## config.mk

```make
export PLATFORM = sky130hd
export DESIGN_NAME = regfile_mp
export DESIGN_NICKNAME = d
export VERILOG_FILES = /design/src/rtl/regfile_mp.sv
export SDC_FILE = /design/constraint.sdc
export NUM_CORES = 2
export LEC_CHECK = 0
export CAP_MARGIN = 5
export CORE_AREA = 2 2 382 384
export CTS_BUF_LIST = sky130_fd_sc_hd__clkbuf_16
export DETAILED_ROUTE_END_ITERATION = 16
export DIE_AREA = 0 0 384 386
export PLACE_DENSITY_LB_ADDON = 0.15
export SLEW_MARGIN = 20
export SYNTH_ARGS = -nofsm -noshare
export SYNTH_HDL_FRONTEND = slang
export SYNTH_SLANG_ARGS = --single-unit
```

## constraint.sdc

```tcl
create_clock -name clk -period 30.5 [get_ports clk]
set_input_delay 4.575 -clock clk [delete_from_list [all_inputs] [get_ports clk]]
set_output_delay 4.575 -clock clk [all_outputs]
set_load 0.02 [all_outputs]
```

## src/rtl/regfile_mp.sv

```systemverilog
// regfile_mp: multi-port integer register file with NRD combinational read
// ports, two prioritised write ports, write-to-read bypass, optional
// hardwired-zero register 0 and a one-register-per-cycle bulk-clear engine.
module regfile_mp #(
    parameter int XLEN     = 32,
    parameter int NREGS    = 32,
    parameter int NRD      = 2,
    parameter int ZERO_REG = 1,
    localparam int AW      = $clog2(NREGS)
) (
    input  logic                  clk,
    input  logic                  rst,
    input  logic [NRD*AW-1:0]     rd_addr,
    output logic [NRD*XLEN-1:0]   rd_data,
    input  logic [1:0]            wr_en,
    input  logic [2*AW-1:0]       wr_addr,
    input  logic [2*XLEN-1:0]     wr_data,
    input  logic                  clr_req,
    output logic                  clr_busy
);

    localparam logic [0:0] S_IDLE  = 1'b0;
    localparam logic [0:0] S_CLEAR = 1'b1;

    logic [0:0]            r_state;
    logic [AW-1:0]         r_idx;
    logic [NREGS*XLEN-1:0] w_regs_flat;
    logic [NRD*XLEN-1:0]   w_rd_data;

    logic                  w_wr_ok;
    logic                  w_we0;
    logic                  w_we1;
    logic [AW-1:0]         w_wa0;
    logic [AW-1:0]         w_wa1;
    logic [XLEN-1:0]       w_wd0;
    logic [XLEN-1:0]       w_wd1;

    // Writes only land in IDLE, and lose to a clear request sampled on the
    // same edge; the same qualified enables gate the bypass path so a
    // dropped write is never forwarded.
    assign w_wr_ok = (r_state == S_IDLE) && !clr_req;
    assign w_we0   = wr_en[0] && w_wr_ok;
    assign w_we1   = wr_en[1] && w_wr_ok;
    assign w_wa0   = wr_addr[0 +: AW];
    assign w_wa1   = wr_addr[AW +: AW];
    assign w_wd0   = wr_data[0 +: XLEN];
    assign w_wd1   = wr_data[XLEN +: XLEN];

    // Clear-engine FSM: walks r_idx from 0 to NREGS-1, one register per edge.
    always_ff @(posedge clk or posedge rst) begin
        if (rst) begin
            r_state <= S_IDLE;
            r_idx   <= {AW{1'b0}};
        end else begin
            case (r_state)
                S_IDLE: begin
                    if (clr_req) begin
                        r_state <= S_CLEAR;
                        r_idx   <= {AW{1'b0}};
                    end else begin
                        r_state <= S_IDLE;
                        r_idx   <= r_idx;
                    end
                end
                S_CLEAR: begin
                    if (r_idx == AW'(NREGS - 1)) begin
                        r_state <= S_IDLE;
                    end else begin
                        r_state <= S_CLEAR;
                    end
                    r_idx <= r_idx + AW'(1);
                end
                default: begin
                    r_state <= S_IDLE;
                    r_idx   <= {AW{1'b0}};
                end
            endcase
        end
    end

    // Storage: one flop word per register, exposed as a flat vector for the
    // read muxes. Port 1 is tested first so it wins a same-address collision.
    for (genvar g = 0; g < NREGS; g++) begin : g_reg
        localparam logic [AW-1:0] L_ADDR     = AW'(g);
        localparam bit            L_WRITABLE = !((ZERO_REG != 0) && (g == 0));

        logic [XLEN-1:0] r_q;

        // Register update: clear engine first, then port 1, then port 0.
        always_ff @(posedge clk or posedge rst) begin
            if (rst) begin
                r_q <= {XLEN{1'b0}};
            end else if ((r_state == S_CLEAR) && (r_idx == L_ADDR)) begin
                r_q <= {XLEN{1'b0}};
            end else if (L_WRITABLE && w_we1 && (w_wa1 == L_ADDR)) begin
                r_q <= w_wd1;
            end else if (L_WRITABLE && w_we0 && (w_wa0 == L_ADDR)) begin
                r_q <= w_wd0;
            end else begin
                r_q <= r_q;
            end
        end

        assign w_regs_flat[g*XLEN +: XLEN] = r_q;
    end

    // Read ports: clear blanking, zero register, port-1 bypass, port-0
    // bypass, then the stored array, in that priority order.
    always_comb begin
        w_rd_data = {(NRD*XLEN){1'b0}};
        for (int k = 0; k < NRD; k++) begin
            if (r_state == S_CLEAR) begin
                w_rd_data[k*XLEN +: XLEN] = {XLEN{1'b0}};
            end else if ((ZERO_REG != 0) && (rd_addr[k*AW +: AW] == {AW{1'b0}})) begin
                w_rd_data[k*XLEN +: XLEN] = {XLEN{1'b0}};
            end else if (w_we1 && (w_wa1 == rd_addr[k*AW +: AW])) begin
                w_rd_data[k*XLEN +: XLEN] = w_wd1;
            end else if (w_we0 && (w_wa0 == rd_addr[k*AW +: AW])) begin
                w_rd_data[k*XLEN +: XLEN] = w_wd0;
            end else begin
                w_rd_data[k*XLEN +: XLEN] = w_regs_flat[rd_addr[k*AW +: AW]*XLEN +: XLEN];
            end
        end
    end

    assign rd_data  = w_rd_data;
    // The state flop itself is the busy flag, so clr_busy comes straight
    // from a register.
    assign clr_busy = r_state[0];

endmodule

```

Word-level counts from Yosys, hierarchy flattened

Index checks and enable logic that the tools add are counted.

Register bits: 998
Output and inout bits: 65
Word-level logic and storage cells: 375

Add/sub/neg operators: 1
Equal/unequal tests: 98
Shift-type cells: 2
Muxes and demuxes: 106
Bitwise operators: 1
Reduce and logical (&&, ||, !) cells: 134

Operator list:

| operator                                                              | number |
|---|---|
| 32-bit 2-to-1 mux                                                     | 101 |
| 1024-bit by 11-bit variable part select with 32-bit output            | 2 |
| 5-bit equality test, second input constant                            | 48 |
| 5-bit by 4-bit equality test with 1-bit output, second input constant | 24 |
| 1-bit logical AND                                                     | 100 |
| 3-bit nonzero test                                                    | 31 |
| 5-bit by 3-bit equality test with 1-bit output, second input constant | 12 |
| 5-bit by 2-bit equality test with 1-bit output, second input constant | 6 |
| 5-bit equality test                                                   | 4 |
| 5-bit by 1-bit equality test with 1-bit output, second input constant | 3 |
| 5-bit logical NOT                                                     | 2 |
| 5-bit case mux with 2 select lines                                    | 1 |
| 5-bit by 1-bit adder with 5-bit output, second input constant         | 1 |
| 5-bit 2-to-1 mux                                                      | 1 |
| 1-bit 2-to-1 mux                                                      | 2 |
| 2-bit != test, second input constant                                  | 1 |
| 1-bit case mux with 2 select lines                                    | 1 |
| 1-bit logical NOT                                                     | 1 |
| 1-bit NOT                                                             | 1 |

Longest topological paths before layout

Depth after elaboration: 8
Mapped depth: 10
Gate-level depth less buffers: 6

Least setup slack after synthesis

Ideal clock, no wire load.

Kind: input to output
From: input port clr_req
To: output port rd_data[62]
Data arrival time: 6,917 ps
Data required time: 25,925 ps
Setup slack: 19,008 ps
Cell stages on the path: 7
Path buffers: 2
Cells stage by stage: buf_2 > nor3b_1 > nand4_1 > or2_2 > buf_2 > nor4b_1 > a2111oi_0

Cells in the longest elaborated chain, start to end: 8

RTL lines:

| element             | line | source |
|---|---|---|
| start: declaration  | 18   | `input logic clr_req,` |
| 1-bit logical NOT * | 41   | `assign w_wr_ok = (r_state == S_IDLE) && !clr_req;` |
| 1-bit logical AND * | 41   |  |
| 1-bit logical AND   | 42   | `assign w_we0 = wr_en[0] && w_wr_ok;` |
| 1-bit logical AND   | 118  | `end else if (w_we0 && (w_wa0 == rd_addr[k*AW +: AW])) begin` |
| 32-bit 2-to-1 mux   | 118  |  |
| 32-bit 2-to-1 mux * | 116  | `end else if (w_we1 && (w_wa1 == rd_addr[k*AW +: AW])) begin` |
| 32-bit 2-to-1 mux * | 114  | `end else if ((ZERO_REG != 0) && (rd_addr[k*AW +: AW] == {AW{1'b0}})) begin` |
| 32-bit 2-to-1 mux * | 112  | `if (r_state == S_CLEAR) begin` |
| end: declaration    | 14   | `output logic [NRD*XLEN-1:0] rd_data,` |

Every way passes the cells marked *; elsewhere a longest branch is shown, timed or not.

Worst setup path after layout

From: input port rd_addr[2]
To: output port rd_data[28]

Cells in the longest elaborated chain, start to end: 6

RTL lines:

| element                                                                                                            | line | source |
|---|---|---|
| start: declaration                                                                                                 | 13   | `input logic [NRD*AW-1:0] rd_addr,` |
| parallel branches: the longest is 4 deep, another holds 1024-bit by 11-bit variable part select with 32-bit output | --   |  |
| 32-bit 2-to-1 mux *                                                                                                | 114  |  |
| 32-bit 2-to-1 mux *                                                                                                | 112  |  |

Every way passes the cells marked *.

==> run_results.csv <==
group,metric,value,unit
outcome,status,"completed",
floorplanning,die_w,384,µm
placed_design,dpl_cell_area,0.0676,mm²
floorplanning,rows,140,
layout,seqCellArea,0.0250,mm²
global_routing,met2_usage,57.7,%
floorplanning,io_pins,154,
sta,finalWorstSetupSlack,16.25,ns
layout,final_nets,5968,
critical_path,critical_path_buf_inv_count,5,
drt,drc_errors,0,
critical_path,max_stage_delay,0.86,ns
pwr,internal_power,2.84,mW
critical_path,end_kind,"primary output",
yosys,synth_seq_cells,998,
critical_path,required,25.93,ns
global_routing,first_global_vias,56800,
floorplanning,core_area,0.145,mm²
yosys,synth-edff-count,0,
yosys,async_reset_ff_share,100,%
critical_path,path_cells,"buf_6 > buf_4 > buf_4 > or2_2 > buf_4 > a221o_1 > o221ai_1 > a2111o_1 > a21oi_1 > clkdlybuf4s50_1",
critical_path,path_class,"in2out",
critical_path,crit_path_frequent_cell,"buf_4",
pwr,combPwrFrac,25.3,%
clocking,htreeDepth,3,
clocking,clock_sinks,998,
yosys,syn_avg_cell_area,10.4,µm²
global_routing,grt_usage,42.4,%
clocking,cts_hold_buf,0,
drt,dr.pass1.iters,9,
global_routing,grt_pass1_wl,446,mm
yosys,synth_top_area_share,38.7,%
sta,fin_tns_setup,0,ns
yosys,syn_inst,6210,
sta,fin_crit,14.25,ns
layout,drive_above_1_share,16.9,%
layout,multiInputGateArea,0.0366,mm²
floorplanning,start_util,44.6,%
global_routing,grt_busiest_layer,"met2",
flow_run,drv_cap,0,
pwr,p_seq_share,40.9,%
sta,final-setup-viol-count,0,
yosys,yosysWarnings,0,
clocking,cts_tree,"done",
sta,rsz0062_at_grt,"no",
yosys,seq_area_frac_synth,38.7,%
global_routing,grt_max_degree,152,
global_routing,overflow,0,
drt,wirelength,319,mm
critical_path,critPathArrivalTime,9.67,ns
floorplanning,die_area,0.148,mm²
pwr,p_leak,31.2,nW
pwr,switchingPower,1.46,mW
placed_design,dp_cells,7669,
critical_path,crit_fanout,46,
sta,post-route-period-util,46.7,%
drt,ant_nets,0,
placed_design,preCtsSetupSlack,16.63,ns
sta,worst_pin_slew,1.32,ns
clocking,cts_resized,0,
layout,fill_cells,13000,
yosys,syn_nets,6305,
placed_design,io_buffers,153,
critical_path,slowest_stage,"a21oi_1",
placed_design,place_congestion,0.941,
yosys,synth_top_area_cell,"dfrtp_1",
yosys,netlist_area,0.0645,mm²
min_path,hp-class,"reg2reg",
pwr,powerDensity,60.1,mW/mm²
clocking,insertion_delay,0.78,ns
layout,fin_util,49.5,%
global_routing,grt_use_met3,17.2,%
drt,num_vias,60100,
floorplanning,fp.dieH,386,µm
yosys,synth_cell_type_count,71,
layout,fin_cells,7908,
yosys,synthTopCellsByArea,"dfrtp_1, mux4_2, o2bb2ai_1",
drt,dr.first_iter.drc_count,10100,
layout,area_delta_synth_final,10.9,%
drt,wl_per_cell,40.3,µm
clocking,cts_buffers,116,
critical_path,start_kind,"input pin",
yosys,synth-main-ff-cell,"dfrtp_1",
placed_design,dp_hpwl,176,mm
clocking,post_cts.repair.setup_buffers,0,
pwr,p_clk_share,33.8,%
sta,hold_violations,0,
global_routing,antenna_found_initial,19,
critical_path,cp_top_family,"buffers and inverters",
sta,fmax,70.2,MHz
global_routing,use_met1,54.7,%
pwr,power.share.switching,34.0,%
sta,max_slew_margin,11.8,%
clocking,clk_path_buf_depth,3,
clocking,clockRootBuffer,"clkbuf_16",
drt,vias_per_cell,7.60,
clocking,clkTransAtPathRegs,0.06,ns
pwr,max-vdd-ir-drop,0.0000456,V
sta,final_max_slew_viol_count,0,
sta,clock_skew,0.0333,ns
layout,final_area,0.0715,mm²
-- layout make-up --
type	instances	area share (%)
Sequential cell	998	34.9
Clock inverter	99	1.16
Antenna cell	19	0.0665
Timing Repair Buffer	394	5.00
Multi-Input combinational cell	4324	51.2
Tap cell	1917	3.35
Clock buffer	118	4.13
Inverter	39	0.210
-- path summary, 6_finish.rpt --
path / start / end / slack, ns / cells past startpoint
min: g_reg[14].r_q[13] / g_reg[14].r_q[13] / 0.51 / 1
max reg2reg: clr_busy / g_reg[27].r_q[12] / 25.79 / 10
min in group asynchronous: rst / g_reg[19].r_q[8] / 4.37 / 2
min reg2reg: g_reg[14].r_q[13] / g_reg[14].r_q[13] / 0.51 / 1
max: rd_addr[2] / rd_data[28] / 16.25 / 10
max in group asynchronous: rst / g_reg[23].r_q[21] / 22.38 / 6
-- metal layers --
layer | vias to the layer above | wire (µm)
met3 | 1392 | 49200
li1 | 23300 | -
met1 | 29800 | 115000
met4 | 14 | 24800
met5 | - | 211
met2 | 5595 | 129000
-- placed cells by master (no fill, tap or decap), types with 36 or more instances in the layout --
master	netlist	final
mux2_2	115	115
a21oi_1	796	795
inv_1	39	60
a22oi_1	113	113
a21boi_4	0	38
o2bb2ai_1	866	866
nor3_1	38	36
buf_4	30	229
o22ai_1	50	50
nor2b_1	42	36
o21ai_0	95	95
o221ai_1	51	51
clkdlybuf4s50_1	0	144
mux2i_1	579	579
clkbuf_16	0	118
dfrtp_1	998	998
a211oi_1	48	48
mux4_2	353	353
nand2_1	67	61
nor2_1	674	671
-- synth_stat cells, types with 20 or more instances --
library cell / count
nor2_1: 674
o211ai_1: 25
a211oi_1: 48
nand2_1: 67
dfrtp_1: 998
a31oi_1: 32
nand4_1: 26
mux2i_1: 579
nor3_1: 38
nand3_1: 37
inv_1: 39
a21boi_1: 24
mux2_2: 115
clkbuf_1: 571
a221oi_1: 32
a221o_1: 25
a22oi_1: 113
buf_2: 183
a2111o_1: 25
buf_1: 63
o32ai_1: 20
o221ai_1: 51
o21ai_0: 95
buf_4: 30
a21oi_1: 796
nor2b_1: 42
o2bb2ai_1: 866
o22ai_1: 50
mux4_2: 353
-- flip-flops by register name (all words and copies together) (netlist names) --
register / count
r_idx: 5
g.r_q: 992
clr_busy: 1
-- cell families (layout without fill, tap and decap cells) --
kind of cell	after synthesis	in the layout	synth area share [%]
AOI/OAI and AO/OA	2286	2286	25.3
xor gates and xnor gates	20	20	0.272
adders and majority gates	6	6	0.116
buffers and inverters	888	650	5.71
DFF	998	998	38.7
muxes	1047	1047	23.3
other	0	19	0
and+or+nand+nor	965	965	6.57
-- power by group through the flow --
stage | clock network [mW] | registers [mW] | logic, mW
2_1_floorplan | 0 | 1.70 | 0.703
3_5_place_dp | 0 | 1.76 | 1.05
5_1_grt | 1.50 | 1.78 | 1.12
4_1_cts | 1.45 | 1.75 | 1.05
6_report | 1.45 | 1.76 | 1.09
3_3_place_gp | 0 | 1.76 | 1.02
-- stage by stage --
stage	power, mW	hold WS [ns]
after floorplan	2.40	0.465
after global placement	2.78	0.482
after detailed placement	2.81	0.486
after CTS	4.24	0.505
after global routing	4.41	0.521
final	4.30	0.506
No activity file was read; power rests on OpenSTA's default activity.
